==> config.mk <==
export PLATFORM = sky130hd
export DESIGN_NAME = ucaspian_step_ctrl
export DESIGN_NICKNAME = d
export VERILOG_FILES = /design/src/rtl/ucaspian_step_ctrl.sv
export SDC_FILE = /design/constraint.sdc
export NUM_CORES = 1
export LEC_CHECK = 0
export CORE_ASPECT_RATIO = 0.6
export CORE_MARGIN = 2
export CORE_UTILIZATION = 45
export DETAILED_ROUTE_END_ITERATION = 12
export PLACE_DENSITY = 0.74
export SYNTH_ARGS = -nofsm -noshare
export SYNTH_HDL_FRONTEND = slang
export SYNTH_SLANG_ARGS = --single-unit
==> constraint.sdc <==
create_clock -name clk -period 7 [get_ports clk]
set_clock_uncertainty 0.2 [all_clocks]
set_input_delay 1.4 -clock clk [delete_from_list [all_inputs] [get_ports clk]]
set_output_delay 1.4 -clock clk [all_outputs]
set_load 0.01 [all_outputs]
==> src/rtl/ucaspian_step_ctrl.sv <==
// Time-step scheduler for uCaspian: issues next_step, waits for all units, and sequences clears.
// Optional WAIT watchdog enabled by defining UCASPIAN_STEP_TIMEOUT_EN.
module ucaspian_step_ctrl #(
    parameter int NUM_UNITS  = 3,
    parameter int CNT_W      = 16,
    parameter int SETTLE_CYC = 2
`ifdef UCASPIAN_STEP_TIMEOUT_EN
    ,
    parameter int TIMEOUT_CYC = 4096
`endif
) (
    input  logic                 clk,
    input  logic                 reset,
    input  logic                 enable,
    input  logic [CNT_W-1:0]     cmd_steps,
    input  logic                 cmd_run_vld,
    output logic                 cmd_run_rdy,
    input  logic                 cmd_clear_act,
    input  logic                 cmd_clear_config,
    input  logic [NUM_UNITS-1:0] unit_step_done,
    input  logic [NUM_UNITS-1:0] unit_clear_done,
    output logic                 next_step,
    output logic                 clear_act,
    output logic                 clear_config,
    output logic [CNT_W-1:0]     step_count,
    output logic                 run_done,
    output logic                 busy,
    output logic                 timeout_err
);

    typedef enum logic [2:0] {IDLE, CLEAR, ISSUE, SETTLE, WAIT, DONE} state_t;

    localparam int SET_W = (SETTLE_CYC > 1) ? $clog2(SETTLE_CYC) : 1;
    localparam logic [SET_W-1:0] SETTLE_LAST = SET_W'((SETTLE_CYC > 0) ? SETTLE_CYC - 1 : 0);

    state_t             state_q, state_d;
    logic [CNT_W-1:0]   target_q, target_d;
    logic [CNT_W-1:0]   step_count_d, step_inc;
    logic [SET_W-1:0]   settle_q, settle_d;
    logic               next_step_d, clear_act_d, clear_config_d;
    logic               run_done_d, busy_d, timeout_d;
    logic               clr_req, clr_new;

`ifdef UCASPIAN_STEP_TIMEOUT_EN
    localparam int TO_W = (TIMEOUT_CYC > 1) ? $clog2(TIMEOUT_CYC) : 1;
    localparam logic [TO_W-1:0] TO_LAST = TO_W'(TIMEOUT_CYC - 1);
    logic [TO_W-1:0] to_cnt_q, to_cnt_d;
`endif

    assign clr_req     = cmd_clear_act | cmd_clear_config;
    assign clr_new     = (cmd_clear_act & ~clear_act) | (cmd_clear_config & ~clear_config);
    assign step_inc    = step_count + CNT_W'(1);
    assign cmd_run_rdy = (state_q == IDLE) && !clr_req;

    always_comb begin
        state_d        = state_q;
        target_d       = target_q;
        step_count_d   = step_count;
        settle_d       = settle_q;
        next_step_d    = 1'b0;
        clear_act_d    = clear_act;
        clear_config_d = clear_config;
`ifdef UCASPIAN_STEP_TIMEOUT_EN
        timeout_d      = timeout_err;
        to_cnt_d       = to_cnt_q;
`else
        timeout_d      = 1'b0;
`endif
        // A clear during an active run aborts it; a pulse already on the wire stays issued.
        if ((state_q == ISSUE || state_q == SETTLE || state_q == WAIT) && clr_req) begin
            state_d        = CLEAR;
            clear_act_d    = cmd_clear_act;
            clear_config_d = cmd_clear_config;
            step_count_d   = '0;
        end else begin
            case (state_q)
                IDLE: begin
                    if (clr_req) begin
                        state_d        = CLEAR;
                        clear_act_d    = cmd_clear_act;
                        clear_config_d = cmd_clear_config;
                        step_count_d   = '0;
                    end else if (cmd_run_vld) begin
                        target_d     = cmd_steps;
                        step_count_d = '0;
                        if (cmd_steps == '0) begin
                            state_d = DONE;
                        end else begin
                            state_d     = ISSUE;
                            next_step_d = enable;
                        end
                    end
                end
                CLEAR: begin
                    clear_act_d    = clear_act | cmd_clear_act;
                    clear_config_d = clear_config | cmd_clear_config;
                    step_count_d   = '0;
                    // Stay one more round if a fresh clear kind shows up on the exit cycle.
                    if ((&unit_clear_done) && !clr_new) begin
                        state_d        = IDLE;
                        clear_act_d    = 1'b0;
                        clear_config_d = 1'b0;
                    end
                end
                ISSUE: begin
                    if (next_step) begin
                        settle_d = '0;
                        if (SETTLE_CYC == 0) begin
                            state_d = WAIT;
`ifdef UCASPIAN_STEP_TIMEOUT_EN
                            to_cnt_d = '0;
`endif
                        end else begin
                            state_d = SETTLE;
                        end
                    end else if (enable) begin
                        next_step_d = 1'b1;
                    end
                end
                SETTLE: begin
                    if (settle_q == SETTLE_LAST) begin
                        state_d = WAIT;
`ifdef UCASPIAN_STEP_TIMEOUT_EN
                        to_cnt_d = '0;
`endif
                    end else begin
                        settle_d = settle_q + SET_W'(1);
                    end
                end
                WAIT: begin
                    if ((&unit_step_done) && enable) begin
                        step_count_d = step_inc;
                        if (step_inc == target_q) begin
                            state_d = DONE;
                        end else begin
                            state_d     = ISSUE;
                            next_step_d = 1'b1;
                        end
                    end else begin
`ifdef UCASPIAN_STEP_TIMEOUT_EN
                        if (to_cnt_q == TO_LAST) begin
                            timeout_d = 1'b1;
                            state_d   = DONE;
                        end else begin
                            to_cnt_d = to_cnt_q + TO_W'(1);
                        end
`endif
                    end
                end
                DONE:    state_d = IDLE;
                default: state_d = IDLE;
            endcase
        end
`ifdef UCASPIAN_STEP_TIMEOUT_EN
        if (state_d == CLEAR && clear_config_d) begin
            timeout_d = 1'b0;
        end
`endif
        run_done_d = (state_d == DONE);
        busy_d     = (state_d != IDLE);
    end

    always_ff @(posedge clk) begin
        if (reset) begin
            state_q      <= IDLE;
            target_q     <= '0;
            step_count   <= '0;
            settle_q     <= '0;
            next_step    <= 1'b0;
            clear_act    <= 1'b0;
            clear_config <= 1'b0;
            run_done     <= 1'b0;
            busy         <= 1'b0;
            timeout_err  <= 1'b0;
`ifdef UCASPIAN_STEP_TIMEOUT_EN
            to_cnt_q     <= '0;
`endif
        end else begin
            state_q      <= state_d;
            target_q     <= target_d;
            step_count   <= step_count_d;
            settle_q     <= settle_d;
            next_step    <= next_step_d;
            clear_act    <= clear_act_d;
            clear_config <= clear_config_d;
            run_done     <= run_done_d;
            busy         <= busy_d;
            timeout_err  <= timeout_d;
`ifdef UCASPIAN_STEP_TIMEOUT_EN
            to_cnt_q     <= to_cnt_d;
`endif
        end
    end

endmodule
==> impl_table.tex <==
\begin{tabular}{lr}
\hline
Metric & Value \\
\hline
\multicolumn{2}{l}{\textbf{Worst setup path}} \\
Slowest cell on crit path & sky130\_fd\_sc\_hd\_\_clkdlybuf4s50\_1 \\
Critical path, cell by cell & clkdlybuf4s50\_1, nor2\_1, and3\_1, clkdlybuf4s50\_1 \\
Type of origin of the critical path & input pin \\
Setup crit end kind & primary output \\
Cell family contributing the most delay on the critical path & buffers and inverters \\
Max Fanout on Critical Path & 7 \\
Most Frequent Cell on Critical Path & sky130\_fd\_sc\_hd\_\_clkdlybuf4s50\_1 \\
CP bufs+invs & 2 \\
Critical path required time & 5.40 ns \\
Data arrival time at the worst-slack endpoint & 3.03 ns \\
Critical path class & input pin to primary output \\
Largest stage delay on the critical path & 0.55 ns \\
\multicolumn{2}{l}{\textbf{Detailed routing}} \\
DRC violation total after the first TritonRoute iteration & 158 \\
Total length of routed met2 wires & 2.72 mm \\
First-pass iteration count of the detailed router & 5 \\
Highest routed metal layer & met4 \\
DR vias/cell & 5.89 \\
DRT Wirelength & 6.61 mm \\
DRT antenna net count & 0 \\
Routed wire length per instance & 16.2 µm \\
Detailed-routed wire length on met3 & 436 µm \\
Vias after detailed routing & 2398 \\
Wire length the detailed router placed on met1 & 3.38 mm \\
DRC & 0 \\
\multicolumn{2}{l}{\textbf{Global route}} \\
Total congestion overflow after global routing & 0 \\
Antenna violations before repair & 0 \\
Via count of the first global-routing pass & 2177 \\
Maximum number of pins on one net before global-route repair & 25 \\
Total global-route track usage & 22.5\% \\
Global-route wire length before repair & 10.7 mm \\
\multicolumn{2}{l}{\textbf{Layout}} \\
Final-stage net count & 369 \\
Number of inserted filler cells in the final layout & 466 \\
Layout cell share with drive strength beyond 1 & 7.33\% \\
Register Area & 821 µm² \\
Synth-to-Final Area Change & 22.8\% \\
Non-filler instance count after layout & 407 \\
Multi-input logic area & 1580 µm² \\
Final antenna diode count & 0 \\
\multicolumn{2}{l}{\textbf{Synth}} \\
Proportion of register bits with asynchronous set or reset after synthesis & 0\% \\
Synth warn & 0 \\
Syn Inst Count & 300 \\
Most used DFF post-synth & sky130\_fd\_sc\_hd\_\_dfxtp\_1 \\
Mean post-synth cell area & 8.36 µm² \\
Register area share after synthesis & 32.7\% \\
Number of nets produced by synthesis & 329 \\
Synth Register Bits & 41 \\
Total standard cell area after synthesis & 2510 µm² \\
EDFF count, synth & 0 \\
Number of distinct library cells after synthesis & 62 \\
\multicolumn{2}{l}{\textbf{STA}} \\
Number of setup violations in the final report & 0 \\
Slew margin rel. & 38.4\% \\
Final max-slew violation count & 0 \\
Setup TNS Final & 0 ns \\
Final Hold Fails & 0 \\
Maximum operating frequency & 216 MHz \\
Setup repair after global routing missed its margin & false \\
Final period demand of the worst path & 4.63 ns \\
Slew at the pin with the worst max-slew slack & 0.921 ns \\
Final period util & 66.2\% \\
\multicolumn{2}{l}{\textbf{Placed design}} \\
Total placed cells including tap cells & 399 \\
Gpl congestion & 0.970 \\
Count of buffers inserted at the top-level ports & 49 \\
Sum of net half-perimeters after detailed placement & 4.90 mm \\
\multicolumn{2}{l}{\textbf{Clocking}} \\
Post-CTS Resized & 0 \\
CTS Buf Count & 5 \\
TritonCTS clock tree & built \\
Cts hold-fix bufs & 0 \\
CTS Buffer Depth & 2 \\
Number of setup buffers added after CTS & 0 \\
Clock-pin transition on the worst setup and hold timing paths & 0.09 ns \\
Root buffer selected by CTS & sky130\_fd\_sc\_hd\_\_clkbuf\_8 \\
Clock tree sinks & 41 \\
Depth of the CTS H-tree & 2 \\
Source-to-sink clock delay at the later pin of the worst-skew pair & 0.31 ns \\
\multicolumn{2}{l}{\textbf{Pwr}} \\
Standby leakage power & 1.19 nW \\
Worst IR drop on VDD & 71.0 µV \\
Areal power density over the cells & 148 nW/µm² \\
\multicolumn{2}{l}{\textbf{Hold path}} \\
Min-delay worst type & register to register \\
\multicolumn{2}{l}{\textbf{Floorplan}} \\
IO Pins & 51 \\
Initial standard-cell utilization of the core & 48.2\% \\
Area of the placeable core & 5200 µm² \\
Die height & 61.8 µm \\
Cell row count & 20 \\
Die extent in x & 100 µm \\
Full die area & 6210 µm² \\
\multicolumn{2}{l}{\textbf{Run}} \\
Max\_cap viols & 0 \\
\multicolumn{2}{l}{\textbf{Run status}} \\
Outcome & finished clean \\
\hline
\end{tabular}
[stage by stage]
step	utilization, %	cell area, µm²	power [mW]	setup slack, ns	hold slack, ns
finish	59.2	3080	0.457	2.37	0.331
global placement	57.5	3000	0.304	2.42	0.308
detailed placement	57.5	3000	0.305	2.40	0.311
global route	59.2	3080	0.475	2.25	0.363
floorplan	-	2510	0.277	3.47	0.284
CTS	59.2	3080	0.459	2.39	0.329
[Yosys cell counts (2+ instances only)]
cell,count,share of area (%)
sky130_fd_sc_hd__nor2_1,43,6.4
sky130_fd_sc_hd__dfxtp_1,41,33
sky130_fd_sc_hd__o21ai_0,19,3.8
sky130_fd_sc_hd__a21oi_1,18,3.6
sky130_fd_sc_hd__xnor2_1,18,6.3
sky130_fd_sc_hd__mux2i_1,16,6.4
sky130_fd_sc_hd__nand2_1,15,2.2
sky130_fd_sc_hd__nand3_1,10,2.0
sky130_fd_sc_hd__clkbuf_1,9,1.3
sky130_fd_sc_hd__nor4_1,7,1.7
sky130_fd_sc_hd__nand3b_1,6,1.8
sky130_fd_sc_hd__nand4_1,5,1.2
sky130_fd_sc_hd__or3_1,5,1.2
sky130_fd_sc_hd__xor2_1,5,1.7
sky130_fd_sc_hd__and3_1,4,1.0
sky130_fd_sc_hd__buf_2,4,0.80
sky130_fd_sc_hd__inv_1,4,0.60
sky130_fd_sc_hd__o21a_1,4,1.2
sky130_fd_sc_hd__a21o_1,3,0.90
sky130_fd_sc_hd__a31oi_1,3,0.75
sky130_fd_sc_hd__and2_1,3,0.75
sky130_fd_sc_hd__nor2b_1,3,0.75
sky130_fd_sc_hd__nor3_1,3,0.60
sky130_fd_sc_hd__or2_2,3,0.75
sky130_fd_sc_hd__a211oi_1,2,0.60
sky130_fd_sc_hd__a22oi_1,2,0.60
sky130_fd_sc_hd__a31o_1,2,0.70
sky130_fd_sc_hd__a32oi_1,2,0.70
sky130_fd_sc_hd__a41oi_1,2,0.70
sky130_fd_sc_hd__and4_1,2,0.70
sky130_fd_sc_hd__buf_4,2,0.60
sky130_fd_sc_hd__nand2b_1,2,0.50
sky130_fd_sc_hd__nor3b_1,2,0.60
sky130_fd_sc_hd__nor4_2,2,1.0
sky130_fd_sc_hd__nor4_4,2,1.7
[path summary, 6_finish.rpt]
check	start	endpoint	slack, ns	cells past startpoint
worst max-delay path	cmd_clear_act	cmd_run_rdy	2.37	4
worst min-delay path	target_q[4]	target_q[4]	0.33	2
worst max register to register	step_count[0]	state_q[1]	4.26	7
worst min register to register	target_q[4]	target_q[4]	0.33	2
[state kept, by name (all words and copies together), names as in the netlist]
signal,cells
busy,1
clear_config,1
target_q,16
clear_act,1
state_q,3
next_step,1
step_count,16
settle_q,1
run_done,1
[placed cells by master (no fill, tap or decap), types with 6 or more instances in the layout]
cell and instances:
sky130_fd_sc_hd__mux2i_1 16, sky130_fd_sc_hd__nor2_1 43, sky130_fd_sc_hd__dfxtp_1 41, sky130_fd_sc_hd__o21ai_0 19
sky130_fd_sc_hd__a21oi_1 18, sky130_fd_sc_hd__nand2_1 15, sky130_fd_sc_hd__xnor2_1 18, sky130_fd_sc_hd__nor4_1 7
sky130_fd_sc_hd__nand3_1 10, sky130_fd_sc_hd__clkdlybuf4s50_1 49, sky130_fd_sc_hd__nand3b_1 6
[final cells by class]
class                   instances  share of cell area [%]
clock inverters                 3                   0.568
inverters                       4                   0.487
repair buffers                 50                    16.2
clock buffers                   5                    2.23
multi-input cells             238                    51.2
flip-flops and latches         41                    26.6
well taps                      66                    2.68
[power by group]
part	leakage, nW	switching [mW]	internal (mW)
Sequential	0.332	0.00461	0.238
Combinational	0.811	0.0284	0.0296
Clock	0.0439	0.0879	0.0689
[layer usage]
layer | global-route usage [%] | up-vias
met2 | 35.2 | 95
met4 | 6.46 | 0
li1 | - | 1165
met3 | 4.36 | 10
met5 | 0 | -
met1 | 32.0 | 1128
[kinds of logic (layout without fill, tap and decap cells)]
kind of cell               Yosys count  count (layout)  share of synthesized area [%]
buffers and inverters               21              62                           4.34
and+or+nand+nor                    127             127                           29.2
muxes                               16              16                           6.38
adders and majority gates            1               1                          0.499
other                                1               1                          0.149
AOI/OAI and AO/OA                   70              70                           18.7
DFF                                 41              41                           32.7
xor gates and xnor gates            23              23                           8.03
[worst reg2reg max path: stages, from the launching register on]
cell	delay [ns]
sky130_fd_sc_hd__dfxtp_1	0.55
sky130_fd_sc_hd__ha_1	0.34
sky130_fd_sc_hd__nand3_1	0.30
sky130_fd_sc_hd__nor4_1	0.46
sky130_fd_sc_hd__xnor2_1	0.12
sky130_fd_sc_hd__nor4_2	0.29
sky130_fd_sc_hd__and2_4	0.22
sky130_fd_sc_hd__a41oi_1	0.10
Note: power is estimated with default switching activity, not from simulation.
